--- config.mk ---
export PLATFORM = sky130hd
export DESIGN_NAME = store_buffer_flat
export DESIGN_NICKNAME = d
export VERILOG_FILES = /design/src/rtl/store_buffer_if.sv /design/src/rtl/store_buffer.sv /design/src/flat_wrapper.sv
export SDC_FILE = /design/constraint.sdc
export NUM_CORES = 1
export LEC_CHECK = 0
export CORE_MARGIN = 1.5
export CORE_UTILIZATION = 53
export CTS_CLUSTER_DIAMETER = 80
export DETAILED_ROUTE_END_ITERATION = 10
export PLACE_DENSITY = 0.76
export SLEW_MARGIN = 20
export SYNTH_ARGS = -nofsm -noshare
export SYNTH_HDL_FRONTEND = slang
export SYNTH_SLANG_ARGS = --single-unit
--- constraint.sdc ---
create_clock -name Clock -period 5.46 [get_ports Clock]
set_clock_uncertainty 0.1 [all_clocks]
set_input_delay 1.092 -clock Clock [delete_from_list [all_inputs] [get_ports Clock]]
set_output_delay 1.092 -clock Clock [all_outputs]
set_load 0.02 [all_outputs]
--- src/rtl/store_buffer_if.sv ---
`default_nettype none
// ============================================================================
// Module   : store_buffer_if
// Purpose  : Core-side store/load handshake and data-memory port bundle
//            for the store buffer.
// Revision : 1.0 - initial release
// ============================================================================
interface store_buffer_if #(
  parameter int AW = 16
);
  // Core store channel
  logic          StoreValid;
  logic [AW-1:0] StoreAddr;
  logic [15:0]   StoreData;
  logic          StoreReady;
  // Core load channel
  logic          LoadValid;
  logic [AW-1:0] LoadAddr;
  logic [15:0]   LoadData;
  logic          LoadStall;
  // Data-memory port
  logic [AW-1:0] MemAddress;
  logic [15:0]   MemWriteData;
  logic          MemWrite;
  logic          MemRead;
  logic [15:0]   MemReadData;
  // Status
  logic          Empty;

  // Core and memory model side
  modport master (
    output StoreValid, StoreAddr, StoreData, LoadValid, LoadAddr, MemReadData,
    input  StoreReady, LoadData, LoadStall, MemAddress, MemWriteData,
           MemWrite, MemRead, Empty
  );

  // Store buffer side
  modport slave (
    input  StoreValid, StoreAddr, StoreData, LoadValid, LoadAddr, MemReadData,
    output StoreReady, LoadData, LoadStall, MemAddress, MemWriteData,
           MemWrite, MemRead, Empty
  );
endinterface
`default_nettype wire

--- src/rtl/store_buffer.sv ---
`default_nettype none
// ============================================================================
// Module   : store_buffer
// Purpose  : Circular store buffer with load forwarding. Halfword stores are
//            queued and drained to data memory in order; loads that miss the
//            buffer take the memory port first, exact matches are forwarded
//            from the youngest entry, and partial overlaps stall the load
//            until the overlapping entry has drained.
// Revision : 1.0 - initial release
// ============================================================================
module store_buffer #(
  parameter int DEPTH = 4,
  parameter int AW    = 16
) (
  input  wire logic     Clock,
  input  wire logic     ResetN,
  store_buffer_if.slave bus
);

  localparam int PW = $clog2(DEPTH);

  logic [AW-1:0] r_addr [DEPTH];
  logic [15:0]   r_data [DEPTH];
  logic [PW-1:0] r_wr_ptr;
  logic [PW-1:0] r_rd_ptr;
  logic [PW:0]   r_count;

  logic          w_store_acc;
  logic          w_partial;
  logic          w_full;
  logic [15:0]   w_fwd_data;
  logic [PW-1:0] w_idx;
  logic [AW-1:0] w_load_p1;
  logic          w_stall;
  logic          w_fwd;
  logic          w_miss;
  logic          w_drain;

  assign w_load_p1 = bus.LoadAddr + AW'(1);

  // Scan valid entries oldest to youngest; the last full match wins, so the
  // forwarded data is always the youngest store to that address.
  always_comb begin
    w_partial  = 1'b0;
    w_full     = 1'b0;
    w_fwd_data = '0;
    w_idx      = '0;
    for (int i = 0; i < DEPTH; i++) begin
      w_idx = r_rd_ptr + PW'(i);
      if (i < int'(r_count)) begin
        if (r_addr[w_idx] == bus.LoadAddr) begin
          w_full     = 1'b1;
          w_fwd_data = r_data[w_idx];
        end
        if ((r_addr[w_idx] == w_load_p1) ||
            ((r_addr[w_idx] + AW'(1)) == bus.LoadAddr)) begin
          w_partial = 1'b1;
        end
      end
    end
  end

  // A partial overlap outranks a full match: the load cannot be assembled
  // from one entry, so it waits until the overlapping stores reach memory.
  assign w_stall     = ResetN && bus.LoadValid && w_partial;
  assign w_fwd       = ResetN && bus.LoadValid && !w_partial && w_full;
  assign w_miss      = ResetN && bus.LoadValid && !w_partial && !w_full;
  assign w_drain     = ResetN && (r_count != '0) && !w_miss;
  assign w_store_acc = bus.StoreValid && bus.StoreReady;

  assign bus.StoreReady = ResetN && (r_count < (PW+1)'(DEPTH));
  assign bus.LoadStall  = w_stall;
  assign bus.Empty      = !ResetN || (r_count == '0);

  // Memory port arbitration: a missing load owns the port, otherwise the head
  // entry drains; forwarded data rides alongside a drain.
  always_comb begin
    bus.MemAddress   = '0;
    bus.MemWriteData = '0;
    bus.MemWrite     = 1'b0;
    bus.MemRead      = 1'b0;
    bus.LoadData     = '0;
    if (w_miss) begin
      bus.MemAddress = bus.LoadAddr;
      bus.MemRead    = 1'b1;
      bus.LoadData   = bus.MemReadData;
    end else if (w_drain) begin
      bus.MemAddress   = r_addr[r_rd_ptr];
      bus.MemWriteData = r_data[r_rd_ptr];
      bus.MemWrite     = 1'b1;
    end
    if (w_fwd) begin
      bus.LoadData = w_fwd_data;
    end
  end

  // Pointer and occupancy update; reset discards all buffered stores.
  always_ff @(posedge Clock) begin
    if (!ResetN) begin
      r_wr_ptr <= '0;
      r_rd_ptr <= '0;
      r_count  <= '0;
    end else begin
      if (w_store_acc) begin
        r_wr_ptr <= r_wr_ptr + PW'(1);
      end
      if (w_drain) begin
        r_rd_ptr <= r_rd_ptr + PW'(1);
      end
      case ({w_store_acc, w_drain})
        2'b10:   r_count <= r_count + (PW+1)'(1);
        2'b01:   r_count <= r_count - (PW+1)'(1);
        default: r_count <= r_count;
      endcase
    end
  end

  // Entry storage; contents are meaningful only while covered by r_count.
  always_ff @(posedge Clock) begin
    if (w_store_acc) begin
      r_addr[r_wr_ptr] <= bus.StoreAddr;
      r_data[r_wr_ptr] <= bus.StoreData;
    end
  end

endmodule
`default_nettype wire

--- src/flat_wrapper.sv ---
// flat-port wrapper written by rule: the top's interface ports become plain ports
module store_buffer_flat 
#(
  parameter int DEPTH = 4,
  parameter int AW    = 16
)
  (Clock, ResetN, bus_StoreValid, bus_StoreAddr, bus_StoreData, bus_LoadValid, bus_LoadAddr, bus_MemReadData, bus_StoreReady, bus_LoadData, bus_LoadStall, bus_MemAddress, bus_MemWriteData, bus_MemWrite, bus_MemRead, bus_Empty);
  store_buffer_if #(.AW(AW)) bus_i ();
  input  wire logic Clock;
  input  wire logic ResetN;
  input wire logic [$bits(bus_i.StoreValid)-1:0] bus_StoreValid;
  input wire logic [$bits(bus_i.StoreAddr)-1:0] bus_StoreAddr;
  input wire logic [$bits(bus_i.StoreData)-1:0] bus_StoreData;
  input wire logic [$bits(bus_i.LoadValid)-1:0] bus_LoadValid;
  input wire logic [$bits(bus_i.LoadAddr)-1:0] bus_LoadAddr;
  input wire logic [$bits(bus_i.MemReadData)-1:0] bus_MemReadData;
  output wire logic [$bits(bus_i.StoreReady)-1:0] bus_StoreReady;
  output wire logic [$bits(bus_i.LoadData)-1:0] bus_LoadData;
  output wire logic [$bits(bus_i.LoadStall)-1:0] bus_LoadStall;
  output wire logic [$bits(bus_i.MemAddress)-1:0] bus_MemAddress;
  output wire logic [$bits(bus_i.MemWriteData)-1:0] bus_MemWriteData;
  output wire logic [$bits(bus_i.MemWrite)-1:0] bus_MemWrite;
  output wire logic [$bits(bus_i.MemRead)-1:0] bus_MemRead;
  output wire logic [$bits(bus_i.Empty)-1:0] bus_Empty;
  assign bus_i.StoreValid = bus_StoreValid;
  assign bus_i.StoreAddr = bus_StoreAddr;
  assign bus_i.StoreData = bus_StoreData;
  assign bus_i.LoadValid = bus_LoadValid;
  assign bus_i.LoadAddr = bus_LoadAddr;
  assign bus_i.MemReadData = bus_MemReadData;
  assign bus_StoreReady = bus_i.StoreReady;
  assign bus_LoadData = bus_i.LoadData;
  assign bus_LoadStall = bus_i.LoadStall;
  assign bus_MemAddress = bus_i.MemAddress;
  assign bus_MemWriteData = bus_i.MemWriteData;
  assign bus_MemWrite = bus_i.MemWrite;
  assign bus_MemRead = bus_i.MemRead;
  assign bus_Empty = bus_i.Empty;
  store_buffer #(.DEPTH(DEPTH), .AW(AW)) u_core (.Clock(Clock), .ResetN(ResetN), .bus(bus_i));
endmodule
==> flow_summary.ini <==
[clock_tree]
cts_tree = done
cts.htree.levels = 4
cts.sink_count = 137
cts_root_buf = clkbuf_16
cts_buffer_depth = 2
numCtsBuffers = 17
insertion_delay_ns = 0.42
clk_pin_slew_ns = 0.06

[drt]
drc_errors = 0
viasPerCell = 6.57
wl_met2_mm = 19.9
dr.pass1.iters = 8
dr.max_layer_used = met4
via_count = 11384
wl_met3_mm = 3.71
wl_met1_mm = 15.3
drtIter0Drc = 1143
routed_wl_mm = 41.7
post_drt_wl_per_cell_um = 24.1
ant_nets = 0

[floorplanning]
die_h_um = 155
ios = 121
design.core.area_um2 = 22600
die_x_um = 155
start_util = 0.541
rows = 55
die_area_um2 = 24000

[critical_path]
critPathCaptureType = output pin
criticalPathCategory = primary input to output pin
cp_max_fo = 8
start_kind = primary input
cp.required_ns = 4.27
crit_arrival_ns = 4.23

[status]
status = completed

[flow_run]
maxCapViolations = 0

[global_routing]
grt_max_degree = 84
overflow = 0
grt_pass1_vias = 10978
antenna_found_initial = 0
grt_pass1_wl_mm = 63.1
grt_use_total = 0.349

[sta]
setup_tns_ns = 0
hold_viol = 0
final.period_utilization = 0.994
layout_min_cycle_time_ns = 5.43
rsz0062_at_grt = yes
slew-limit-headroom = 0.435
worstMarginPinSlew_ns = 0.847
fmax_mhz = 184
drv_slew = 0
finalSetupViolCount = 0
whs_ns = 0.401

[logic_synthesis]
avgSynthCellArea_um2 = 10.6
synthArstFlopShare = 0
syn_inst = 1156
synth_nets = 1238
ys_types = 79
syn_area_um2 = 12300
yosysWarnings = 0
seq_area_frac_synth = 0.328
yosys_register_bits = 137
synthFlopType = edfxtp_1
synth_edf_count = 128

[place]
postPlaceCellArea_um2 = 14900
gp_congestion = 1.04
hpwl_mm = 30.0
port_buffers = 120

[final_layout]
final_cell_mix = buf_4, edfxtp_1, nand2_1, xnor2_1, mux4_2
final_common_cell = buf_4
final_cell_area_um2 = 16000
final_nets = 1518
area_growth_pct = 30.4
final_util = 0.706
antenna_cells = 0
drive_gt1_frac = 0.337

[min_path]
hp-class = flop to flop

[pwr]
internal_power_w = 0.00316
p_switching_w = 0.00201
power_w = 0.00517
clkPwrFrac = 0.216
p_sw_frac = 0.388
p_comb_frac = 0.542
seqPwrFrac = 0.242
p_per_area_nw_per_um2 = 323
p_leak_nw = 5.58
ir_worst_vdd_uv = 285
-- path summary, 6_finish.rpt --
path	endpoint	cells after the start	from	slack, ns
worst min-delay path	u_core.r_wr_ptr[1]	2	u_core.r_wr_ptr[1]	0.40
worst min register to register	u_core.r_wr_ptr[1]	2	u_core.r_wr_ptr[1]	0.40
worst max-delay path	bus_MemAddress[4]	16	bus_LoadAddr[0]	0.03
worst max register to register	u_core.r_count[2]	16	u_core.r_rd_ptr[0]	0.94
-- what timing repair did --
action                                  CTS  global route
pin swaps                                20            22
gates resized for setup                 209            89
endpoints found under the setup margin   51            51
hold buffers                              0             0
gates cloned                              5             1
setup buffers                            10            24
-- power groups by stage --
stage | registers [W] | clock network, W | logic [W]
2_1_floorplan | 0.00124 | 0 | 0.00176
3_3_place_gp | 0.00127 | 0 | 0.00257
3_5_place_dp | 0.00127 | 0 | 0.00260
4_1_cts | 0.00125 | 0.00113 | 0.00263
5_1_grt | 0.00126 | 0.00118 | 0.00296
6_report | 0.00125 | 0.00112 | 0.00280
-- critical path: stages --
cell and delay, ns:
buf_6 0.08, ha_4 0.12, nand4_1 0.11, buf_4 0.16
buf_4 0.13, nor4_4 0.28, xnor2_2 0.13, xnor2_1 0.15
or4_1 0.50, or4_4 0.54, o2111ai_4 0.13, nor4_4 0.09
bufbuf_16 0.30, buf_6 0.14, o21ai_1 0.12, buf_2 0.17
-- flip-flops by register name, summed over array words and instances (netlist names), named ones only --
name and cells:
u_core.r_count 3, u_core.r_rd_ptr 2, u_core.r_addr 64, u_core.r_wr_ptr 2, u_core.r_data 64
-- cells in the mapped netlist (4+ instances only) --
master | count | area share
o31ai_1 | 8 | 0.0049
or4_1 | 7 | 0.0043
dfxtp_1 | 9 | 0.015
buf_2 | 18 | 0.0074
nor2_1 | 45 | 0.014
buf_4 | 10 | 0.0061
or2_2 | 4 | 0.0020
or3_1 | 9 | 0.0046
mux4_2 | 95 | 0.17
nor4_1 | 17 | 0.0087
xnor2_1 | 120 | 0.086
buf_6 | 7 | 0.0064
nand4b_1 | 5 | 0.0036
mux2_2 | 19 | 0.017
o2111ai_1 | 4 | 0.0029
nor3b_1 | 8 | 0.0049
nand2b_1 | 6 | 0.0031
nand3_1 | 42 | 0.017
mux2i_1 | 29 | 0.024
xor2_1 | 25 | 0.018
o21a_1 | 17 | 0.010
and4_1 | 4 | 0.0029
nor3_1 | 31 | 0.013
o211ai_1 | 22 | 0.013
edfxtp_1 | 128 | 0.31
inv_1 | 21 | 0.0064
nand4_1 | 30 | 0.015
a31oi_1 | 7 | 0.0036
a21oi_1 | 46 | 0.019
o21ai_0 | 68 | 0.028
buf_1 | 9 | 0.0028
nand2_1 | 123 | 0.038
and3_1 | 13 | 0.0066
ha_1 | 14 | 0.014
and2_1 | 23 | 0.012
clkbuf_1 | 42 | 0.013
-- kinds of logic (layout without fill, tap and decap cells) --
group	after synthesis	after routing	share of synthesized area
muxes	146	146	0.220
and+or+nand+nor	388	391	0.169
adders and majority gates	14	14	0.0143
xor gates and xnor gates	151	151	0.114
DFF	137	137	0.328
AOI/OAI and AO/OA	209	209	0.109
buffers and inverters	111	401	0.0459
-- cell type report --
cell class / instances / area [um^2]
Inverter: 22 / 82.6
Tap cell: 285 / 357
Fill cell: 1624 / 6660
Clock buffer: 17 / 425
Clock inverter: 15 / 155
Timing Repair Buffer: 347 / 2910
Multi-Input combinational cell: 911 / 8020
Sequential cell: 137 / 4040
-- metal layers --
metal | GRT usage | up-vias
li1 | - | 5027
met4 | 0.205 | 0
met5 | 0 | -
met1 | 0.431 | 5482
met2 | 0.576 | 721
met3 | 0.0618 | 154
-- per-stage QoR --
stage                     instances  worst slack [ns]
final                          1734            0.0335
after global routing           1734           -0.0644
after CTS                      1709          0.000995
after detailed placement       1662            -0.898
after global placement         1662            -0.813
after floorplan                1156            0.0165
No activity file was read; power rests on OpenSTA's default activity.
